**src/rtl/dma_reg_if.sv**
```systemverilog
// dma_reg_if: CPU register file and program interface of an 8237A-style DMA controller.
// Latency: CPU writes and transfer updates land on the next clock; read data registered one cycle after read-start.
// Backpressure: none; each qualified strobe or updEn pulse is consumed on the cycle it is seen.
//
// Ports:
//   clk, reset            system clock, synchronous active-high reset (same effect as master clear)
//   csN, iorN, iowN       CPU chip select and I/O strobes, active low
//   addr, dbIn            register select A3..A0 and CPU write data
//   dbOut, dbOe           registered CPU read data and its output enable
//   dreq                  synchronized DREQ lines, reflected in status[7:4]
//   updEn, updCh          per-transfer update pulse and channel (updCh also selects the curr* view)
//   currAddr, currWord    current address / word count of updCh
//   modeOut               mode register of updCh
//   commandOut, maskOut, requestOut   global control registers
//   tcPulse               one-cycle pulse when an update hits terminal count
module dma_reg_if #(
   parameter int NCH = 4,
   parameter int AW  = 16
) (
   input  logic           clk,
   input  logic           reset,
   input  logic           csN,
   input  logic           iorN,
   input  logic           iowN,
   input  logic [3:0]     addr,
   input  logic [7:0]     dbIn,
   output logic [7:0]     dbOut,
   output logic           dbOe,
   input  logic [NCH-1:0] dreq,
   input  logic           updEn,
   input  logic [1:0]     updCh,
   output logic [AW-1:0]  currAddr,
   output logic [AW-1:0]  currWord,
   output logic [7:0]     modeOut,
   output logic [7:0]     commandOut,
   output logic [NCH-1:0] maskOut,
   output logic [NCH-1:0] requestOut,
   output logic           tcPulse
);

   localparam logic [AW-1:0] ONE = AW'(1);

   // ------------------------------------------------------------------
   // Register state
   // ------------------------------------------------------------------
   logic [AW-1:0]  baseAddr [NCH];
   logic [AW-1:0]  baseWord [NCH];
   logic [AW-1:0]  curAddrR [NCH];
   logic [AW-1:0]  curWordR [NCH];
   logic [7:0]     mode     [NCH];
   logic [7:0]     command;
   logic [NCH-1:0] request;
   logic [NCH-1:0] mask;
   logic [NCH-1:0] statusLo;
   logic [NCH-1:0] statusHi;
   logic [7:0]     temp;
   logic           ff;
   logic           rdOeQ;

   // ------------------------------------------------------------------
   // Strobe qualification. A strobe with the other one also low is not a
   // valid access, so both conditions exclude it.
   // ------------------------------------------------------------------
   logic wrCond;
   logic rdCond;
   logic wrCondQ;
   logic rdCondQ;
   logic wrStart;
   logic rdStart;
   logic mcStart;

   assign wrCond  = ~csN & ~iowN & iorN;
   assign rdCond  = ~csN & ~iorN & iowN;
   assign wrStart = wrCond & ~wrCondQ;
   assign rdStart = rdCond & ~rdCondQ;
   assign mcStart = wrStart & (addr == 4'hD);

   logic [1:0] wrCh;
   assign wrCh = addr[2:1];

   // Replace one byte of a 16-bit register, keeping the other byte.
   function automatic logic [AW-1:0] putByte(input logic [AW-1:0] old,
                                             input logic          hi,
                                             input logic [7:0]    b);
      putByte = hi ? {b, old[7:0]} : {old[AW-1:8], b};
   endfunction

   // ------------------------------------------------------------------
   // Transfer update datapath for channel updCh
   // ------------------------------------------------------------------
   logic          updTc;
   logic [AW-1:0] updAddrNext;
   logic [AW-1:0] updWordNext;

   always_comb begin
      updTc       = (curWordR[updCh] == '0);
      updWordNext = curWordR[updCh] - ONE;
      updAddrNext = mode[updCh][5] ? (curAddrR[updCh] - ONE) : (curAddrR[updCh] + ONE);
      // Autoinit reload takes the place of the decrement/increment result.
      if (updTc && mode[updCh][4]) begin
         updAddrNext = baseAddr[updCh];
         updWordNext = baseWord[updCh];
      end
   end

   // ------------------------------------------------------------------
   // Read data mux (sampled into dbOut on read-start)
   // ------------------------------------------------------------------
   logic [AW-1:0] rdSel;
   logic [7:0]    rdData;

   always_comb begin
      rdSel  = addr[0] ? curWordR[addr[2:1]] : curAddrR[addr[2:1]];
      rdData = 8'h00;
      if (!addr[3]) begin
         rdData = ff ? rdSel[AW-1:8] : rdSel[7:0];
      end else if (addr == 4'h8) begin
         rdData = {statusHi, statusLo};
      end else if (addr == 4'hD) begin
         rdData = temp;
      end
   end

   // ------------------------------------------------------------------
   // Sequential state. Statement order inside the non-clear branch sets
   // collision priority: status clear < TC set, update < CPU write.
   // ------------------------------------------------------------------
   always_ff @(posedge clk) begin
      // Edge history always tracks the raw strobe, so a strobe held across
      // reset or master clear never restarts.
      wrCondQ  <= wrCond;
      rdCondQ  <= rdCond;
      statusHi <= dreq;

      if (reset || mcStart) begin
         command  <= '0;
         request  <= '0;
         mask     <= '1;
         statusLo <= '0;
         temp     <= '0;
         ff       <= 1'b0;
         dbOut    <= '0;
         rdOeQ    <= 1'b0;
         tcPulse  <= 1'b0;
         for (int i = 0; i < NCH; i++) begin
            baseAddr[i] <= '0;
            baseWord[i] <= '0;
            curAddrR[i] <= '0;
            curWordR[i] <= '0;
            mode[i]     <= '0;
         end
      end else begin
         tcPulse <= 1'b0;
         rdOeQ   <= rdCond & (rdStart | rdOeQ);

         if (rdStart) begin
            dbOut <= rdData;
            if (!addr[3]) begin
               ff <= ~ff;
            end
            if (addr == 4'h8) begin
               statusLo <= '0;
            end
         end

         if (updEn) begin
            curAddrR[updCh] <= updAddrNext;
            curWordR[updCh] <= updWordNext;
            if (updTc) begin
               statusLo[updCh] <= 1'b1;
               request[updCh]  <= 1'b0;
               tcPulse         <= 1'b1;
               if (!mode[updCh][4]) begin
                  mask[updCh] <= 1'b1;
               end
            end
         end

         if (wrStart) begin
            if (!addr[3]) begin
               // Byte goes into pre-update values, so a same-cycle CPU
               // write overrides the update for its own register only.
               if (addr[0]) begin
                  baseWord[wrCh] <= putByte(baseWord[wrCh], ff, dbIn);
                  curWordR[wrCh] <= putByte(curWordR[wrCh], ff, dbIn);
               end else begin
                  baseAddr[wrCh] <= putByte(baseAddr[wrCh], ff, dbIn);
                  curAddrR[wrCh] <= putByte(curAddrR[wrCh], ff, dbIn);
               end
               ff <= ~ff;
            end else begin
               case (addr[2:0])
                  3'd0:    command <= dbIn;
                  3'd1:    request[dbIn[1:0]] <= dbIn[2];
                  3'd2:    mask[dbIn[1:0]] <= dbIn[2];
                  3'd3:    mode[dbIn[1:0]] <= dbIn;
                  3'd4:    ff <= 1'b0;
                  3'd6:    mask <= '0;
                  3'd7:    mask <= dbIn[NCH-1:0];
                  default: ; // address D is master clear, handled above
               endcase
            end
         end
      end
   end

   // ------------------------------------------------------------------
   // Outputs
   // ------------------------------------------------------------------
   assign dbOe       = rdOeQ & rdCond;
   assign currAddr   = curAddrR[updCh];
   assign currWord   = curWordR[updCh];
   assign modeOut    = mode[updCh];
   assign commandOut = command;
   assign maskOut    = mask;
   assign requestOut = request;

endmodule

```
**config.mk**
```make
export PLATFORM = sky130hd
export DESIGN_NAME = dma_reg_if
export DESIGN_NICKNAME = d
export VERILOG_FILES = /design/src/rtl/dma_reg_if.sv
export SDC_FILE = /design/constraint.sdc
export NUM_CORES = 1
export LEC_CHECK = 0
export ABC_CLOCK_PERIOD_IN_PS = 4600
export CORE_AREA = 8 8 222 171
export DETAILED_ROUTE_END_ITERATION = 8
export DIE_AREA = 0 0 230 179
export PLACE_DENSITY_LB_ADDON = 0.25
export SETUP_SLACK_MARGIN = 0.3
export SYNTH_ARGS = -nofsm -noshare
export SYNTH_HDL_FRONTEND = slang
export SYNTH_SLANG_ARGS = --single-unit
```
**constraint.sdc**
```tcl
create_clock -name clk -period 4.6 [get_ports clk]
set_clock_uncertainty 0.1 [all_clocks]
set_input_delay 0.46 -clock clk [delete_from_list [all_inputs] [get_ports clk]]
set_output_delay 0.46 -clock clk [all_outputs]
set_load 0.005 [all_outputs]
```
# Word-level counts from Yosys, hierarchy flattened
# Memory sizes are Yosys's and may differ from the RTL's.
# Index checks and enable logic that the tools add are counted.
dict set report totals {
  ram_bits 288
  ff_bits 37
  in_bits 24
  out_inout_bits 66
  n_memories 5
}
# name depth word_bits rd rd_ports_with_merged_regs wr line_no
set mem_list {}
lappend mem_list {baseAddr 4 16 1 0 4 46} ;# logic [AW-1:0] baseAddr [NCH];
lappend mem_list {baseWord 4 16 1 0 4 47} ;# logic [AW-1:0] baseWord [NCH];
lappend mem_list {curAddrR 4 16 2 0 4 48} ;# logic [AW-1:0] curAddrR [NCH];
lappend mem_list {curWordR 4 16 2 0 4 49} ;# logic [AW-1:0] curWordR [NCH];
lappend mem_list {mode 4 8 1 0 4 50} ;# logic [7:0] mode [NCH];
dict set report classes {
  order_cmp 4
  add_sub_neg 3
  n_eq_ne 12
  reduce_logical 19
  n_mux 82
  bitwise 21
}
# cell n
set ops {}
lappend ops {{16-bit 2-to-1 mux} 14}
lappend ops {{16-bit OR reduction} 6}
lappend ops {{4-bit 2-to-1 mux} 17}
lappend ops {{1-bit 2-to-1 mux} 33}
lappend ops {{8-bit 2-to-1 mux} 4}
lappend ops {{16-bit by 1-bit subtractor with 16-bit output, second input constant} 2}
lappend ops {{2-bit 2-to-1 mux} 9}
lappend ops {{16-bit by 1-bit adder with 16-bit output, second input constant} 1}
lappend ops {{16-bit logical NOT} 1}
lappend ops {{4-bit one-hot mux with 3 select lines} 1}
lappend ops {{1-bit AND} 9}
lappend ops {{3-bit == test, second input constant} 3}
lappend ops {{4-bit bitwise mux} 2}
lappend ops {{4-bit == test, second input constant} 2}
lappend ops {{4-bit OR} 2}
lappend ops {{2-bit AND reduction} 4}
lappend ops {{8-bit OR reduction} 1}
lappend ops {{1-bit NOT} 7}
lappend ops {{3-bit by 2-bit == test with 1-bit output, second input constant} 2}
lappend ops {{2-bit by 3-bit less-than comparator with 1-bit output, second input constant} 2}
lappend ops {{4-bit AND} 1}
lappend ops {{1-bit demux with 2-bit select} 2}
lappend ops {{2-bit by 1-bit >= comparator with 1-bit output, second input constant} 2}
lappend ops {{1-bit != test, second input constant} 4}
lappend ops {{8 further kinds} 10}

# Depth between registers and ports, before layout
dict set report logic_depth {
  depth_word 13
  ltp_mapped 15
  mapped_depth_nobuf 11
}

# Least setup slack after synthesis
# OpenSTA, ideal clock, no wires.
dict set report synth_timing {
  kind {input-to-reg}
  startpoint {in updCh[1]}
  endpoint {mem curAddrR[0][15], data pin}
  arrival_time_ps 4498
  setup_time_ps 273
  stages 15
  setup_slack_ps -272
  t_required_ps 4227
  n_path_buf 6
  cell_sequence {clkbuf_1 -> clkbuf_1 -> buf_2 -> buf_1 -> buf_1 -> clkbuf_1 -> mux4_2 -> ha_1 -> a21o_1 -> o21ai_0 -> a221o_1 -> a2111oi_0 -> or3_1 -> and3_1 -> o31ai_1}
}
# element line_no
set synth_rtl {}
lappend synth_rtl {{from (decl)} 31} ;# input logic [1:0] updCh,
lappend synth_rtl {{to (decl)} 48}

==> results.json <==
{
  "drc": 0,
  "syn_area_per_cell_sq_um": 12.5,
  "worstSetupPathType": "reg -> reg",
  "cts_resized": 0,
  "max_freq_ghz": 0.271,
  "drv_slew": 0,
  "synth_seq_cells": 325,
  "yosys.area.top_type": "edfxtp_1",
  "nFillCells": 2824,
  "synthCells": 1350,
  "timing.rr.start": "mode[3][5]",
  "reg2reg_slack_ns": 0.91,
  "status": "finished clean",
  "ys.warnings.count": 0,
  "ys_seq_area_frac": 0.556,
  "routed_wl_microns": 53400,
  "multi_input_area_sq_mm": 0.00703,
  "clock_path_buffers": 3,
  "netlist_area_sq_mm": 0.0169,
  "rsz0062_at_grt": "no",
  "placed_area_sq_mm": 0.0185,
  "maxSlewHeadroom": 0.378,
  "synth_ff_type": "edfxtp_1",
  "dp_hpwl_microns": 36700,
  "ir_worst_vdd_v": 0.000204,
  "core_area_sq_mm": 0.0343,
  "vias_per_cell": 6.57,
  "numCtsBuffers": 35,
  "h-tree-depth": 2,
  "synth_cell_types": 73,
  "root_buffer": "clkbuf_16",
  "hold_path.class": "in -> reg",
  "initial_core_util": 0.493,
  "routabilityCongestion": 0.946,
  "path_buf_inv": 0,
  "port_buffers": 89,
  "cts.sinks": 325,
  "grt_max_degree": 44,
  "timing.final.crit_share": 0.803,
  "fp.dieW_microns": 230,
  "critPathCaptureType": "register",
  "ff_latch_area_sq_mm": 0.00939,
  "hold_violations": 0,
  "synth_most_common_cell": "edfxtp_1",
  "antenna_cells": 0,
  "areaGrowthSynthToFinish_pct": 15.5,
  "cp-startpoint": "mode[3][5]",
  "cp_num_cells": 9,
  "setup_violations": 0,
  "drt_pass1_iterations": 6,
  "final.setup.tns_ns": 0,
  "clk_latency_ns": 0.53,
  "start_kind": "register",
  "cts_hold_buffers": 0,
  "rows": 59,
  "rr_worst_depth": 9,
  "crit_path_cell_trace": "mux4_2, ha_1, a21o_1, o21ai_0, a221o_1, a2111oi_1, or3_1, and3_1, o31ai_1",
  "fin_util": 0.570,
  "place_ws_ns": 0.533,
  "crit_end": "curAddrR[2][15]",
  "synth.top_cells.by_count": "edfxtp_1, nor2_1, nand2_1, mux4_2, o22ai_1",
  "drt_iter0_drc": 1784,
  "critPathMaxStageDelay_ns": 0.73,
  "drv_cap": 0,
  "antenna_found_initial": 1,
  "io_pins": 90,
  "p_leak_nw": 6.93,
  "via_count": 12600,
  "period_needed_ns": 3.69,
  "ant_nets": 0,
  "die_area_sq_mm": 0.0412,
  "grt_pass1_wl_microns": 79000,
  "final_area_sq_mm": 0.0195,
  "grt_pass1_vias": 12200,
  "drive_above_1_share": 0.165,
  "clk_pin_slew_ns": 0.06,
  "power_density_mw_per_mm2": 372,
  "crit_required_ns": 4.74,
  "worst_pin_slew_ns": 0.931,
  "ys_async_sr_fraction": 0,
  "die_h_microns": 179,
  "cts_tree": "done",
  "cp.arrival_ns": 3.83,
  "cp_slowest_cell": "mux4_2",
  "synth_edf_count": 288,
  "grtUsageTotal": 0.255,
  "rr_endpoint": "curAddrR[2][15]",
  "critical_path.top_delay_family": "compound AO/OA/AOI/OAI gates",
  "total_power_mw": 7.27,
  "cp_max_fo": 17,
  "postCtsSetupBuffers": 0,
  "fin_nets": 1479,
  "grt-ovfl-total": 0,
  "fin_ws_ns": 0.907,
  "ys_top_cells_by_area": "edfxtp_1, mux4_2, dfxtp_1",
  "detail_route.wl_per_cell_microns": 27.8,
  "synth_top_area_share": 0.512
}
==> kinds of logic (layout without fill, tap and decap cells) <==
kind of cell | Yosys count | after routing | synth area share
AO/OA/AOI/OAI | 318 | 318 | 0.118
XOR/XNOR | 16 | 16 | 0.00829
adder cells (fa/ha/maj) | 17 | 17 | 0.0130
buffers and inverters | 124 | 234 | 0.0303
flip-flops | 325 | 325 | 0.556
multiplexers | 129 | 129 | 0.161
other | 1 | 4 | 0.000222
AND/OR/NAND/NOR | 420 | 420 | 0.114
==> cell type report <==
type,count,area share
Clock buffer,47,0.0494
Sequential cell,325,0.481
Tap cell,457,0.0293
Inverter,19,0.00365
Multi-Input combinational cell,904,0.360
Timing Repair Buffer,153,0.0714
Clock inverter,15,0.00519
==> cell usage in the layout, fill, tap and decap left out, types with 4 or more instances in the layout <==
cell             Yosys  final
or3_1               13     13
and3_1               5      5
a21oi_1             56     55
dfxtp_1             37     37
inv_1               19     19
nand3_1             20     20
a21oi_2              6      7
edfxtp_1           288    288
buf_4                2     63
a21o_1               8      8
mux2i_1             17     17
nor2_1             162    162
o21ai_0             64     62
xnor2_1              9      9
ha_1                16     16
mux4_2             102    102
and2_1               5      5
nand2_1            107    107
clkinv_1             0      9
o311ai_0             4      4
clkbuf_16            0     37
xor2_1               7      7
mux4_1               9      9
nor3b_1              5      5
or2_2                7      7
o31ai_1             10      9
a211oi_1             5      5
clkdlybuf4s50_1      0     85
conb_1               1      4
nand2b_1            12     12
a22oi_1              8      8
o22ai_1            101    101
o21ai_1             10     12
nand3b_1             4      4
clkbuf_1            81     10
a21boi_0            14     14
nor3_1              51     51
nor2b_1             10     10
o2bb2ai_1            8      8
==> per-layer routing <==
layer,vias up,global-route usage,part of all wire
met3,109,0.0786,0.13
met5,-,0,0
met2,790,0.382,0.44
met4,0,0.0775,0.030
met1,6249,0.356,0.40
li1,5460,-,-
==> sequential cells by signal, summed over array words and instances (netlist names), 4 cells and up <==
signal,count
baseAddr,64
baseWord,64
curAddrR,64
curWordR,64
mode,32
commandOut,8
dbOut,8
maskOut,4
requestOut,4
statusHi,4
statusLo,4
==> report_power, final <==
part	total, mW	switching (mW)	internal, mW
registers	3.41	0.0542	3.36
clock network	2.70	1.17	1.53
logic	1.15	0.706	0.446
==> worst reg2reg max path, cell delays in order (launching register included) <==
cell	delay [ns]
edfxtp_1	0.36
mux4_2	0.73
ha_1	0.46
a21o_1	0.24
o21ai_0	0.16
a221o_1	0.41
a2111oi_1	0.46
or3_1	0.16
and3_1	0.24
o31ai_1	0.10
==> worst min path at each step <==
| stage | start | endpoint | slack (ns) | cells past startpoint |
|---|---|---|---|---|
| 2_1_floorplan | statusHi[0] | dbOut[4] | 0.32 | 2 |
| 3_3_place_gp | statusHi[1] | dbOut[5] | 0.33 | 2 |
| 3_5_place_dp | statusHi[3] | dbOut[7] | 0.34 | 2 |
| 4_1_cts | dreq[1] | statusHi[1] | 0.27 | 1 |
| 5_1_grt | dreq[1] | statusHi[1] | 0.27 | 1 |
| 6_report | dreq[1] | statusHi[1] | 0.28 | 1 |
==> per-stage QoR <==
stage,hold slack (ns),cells
finish,0.281,1920
global route,0.270,1920
CTS,0.270,1920
detailed placement,0.339,1858
global placement,0.330,1858
floorplan,0.317,1353
Power figures use the tool's default switching activity.
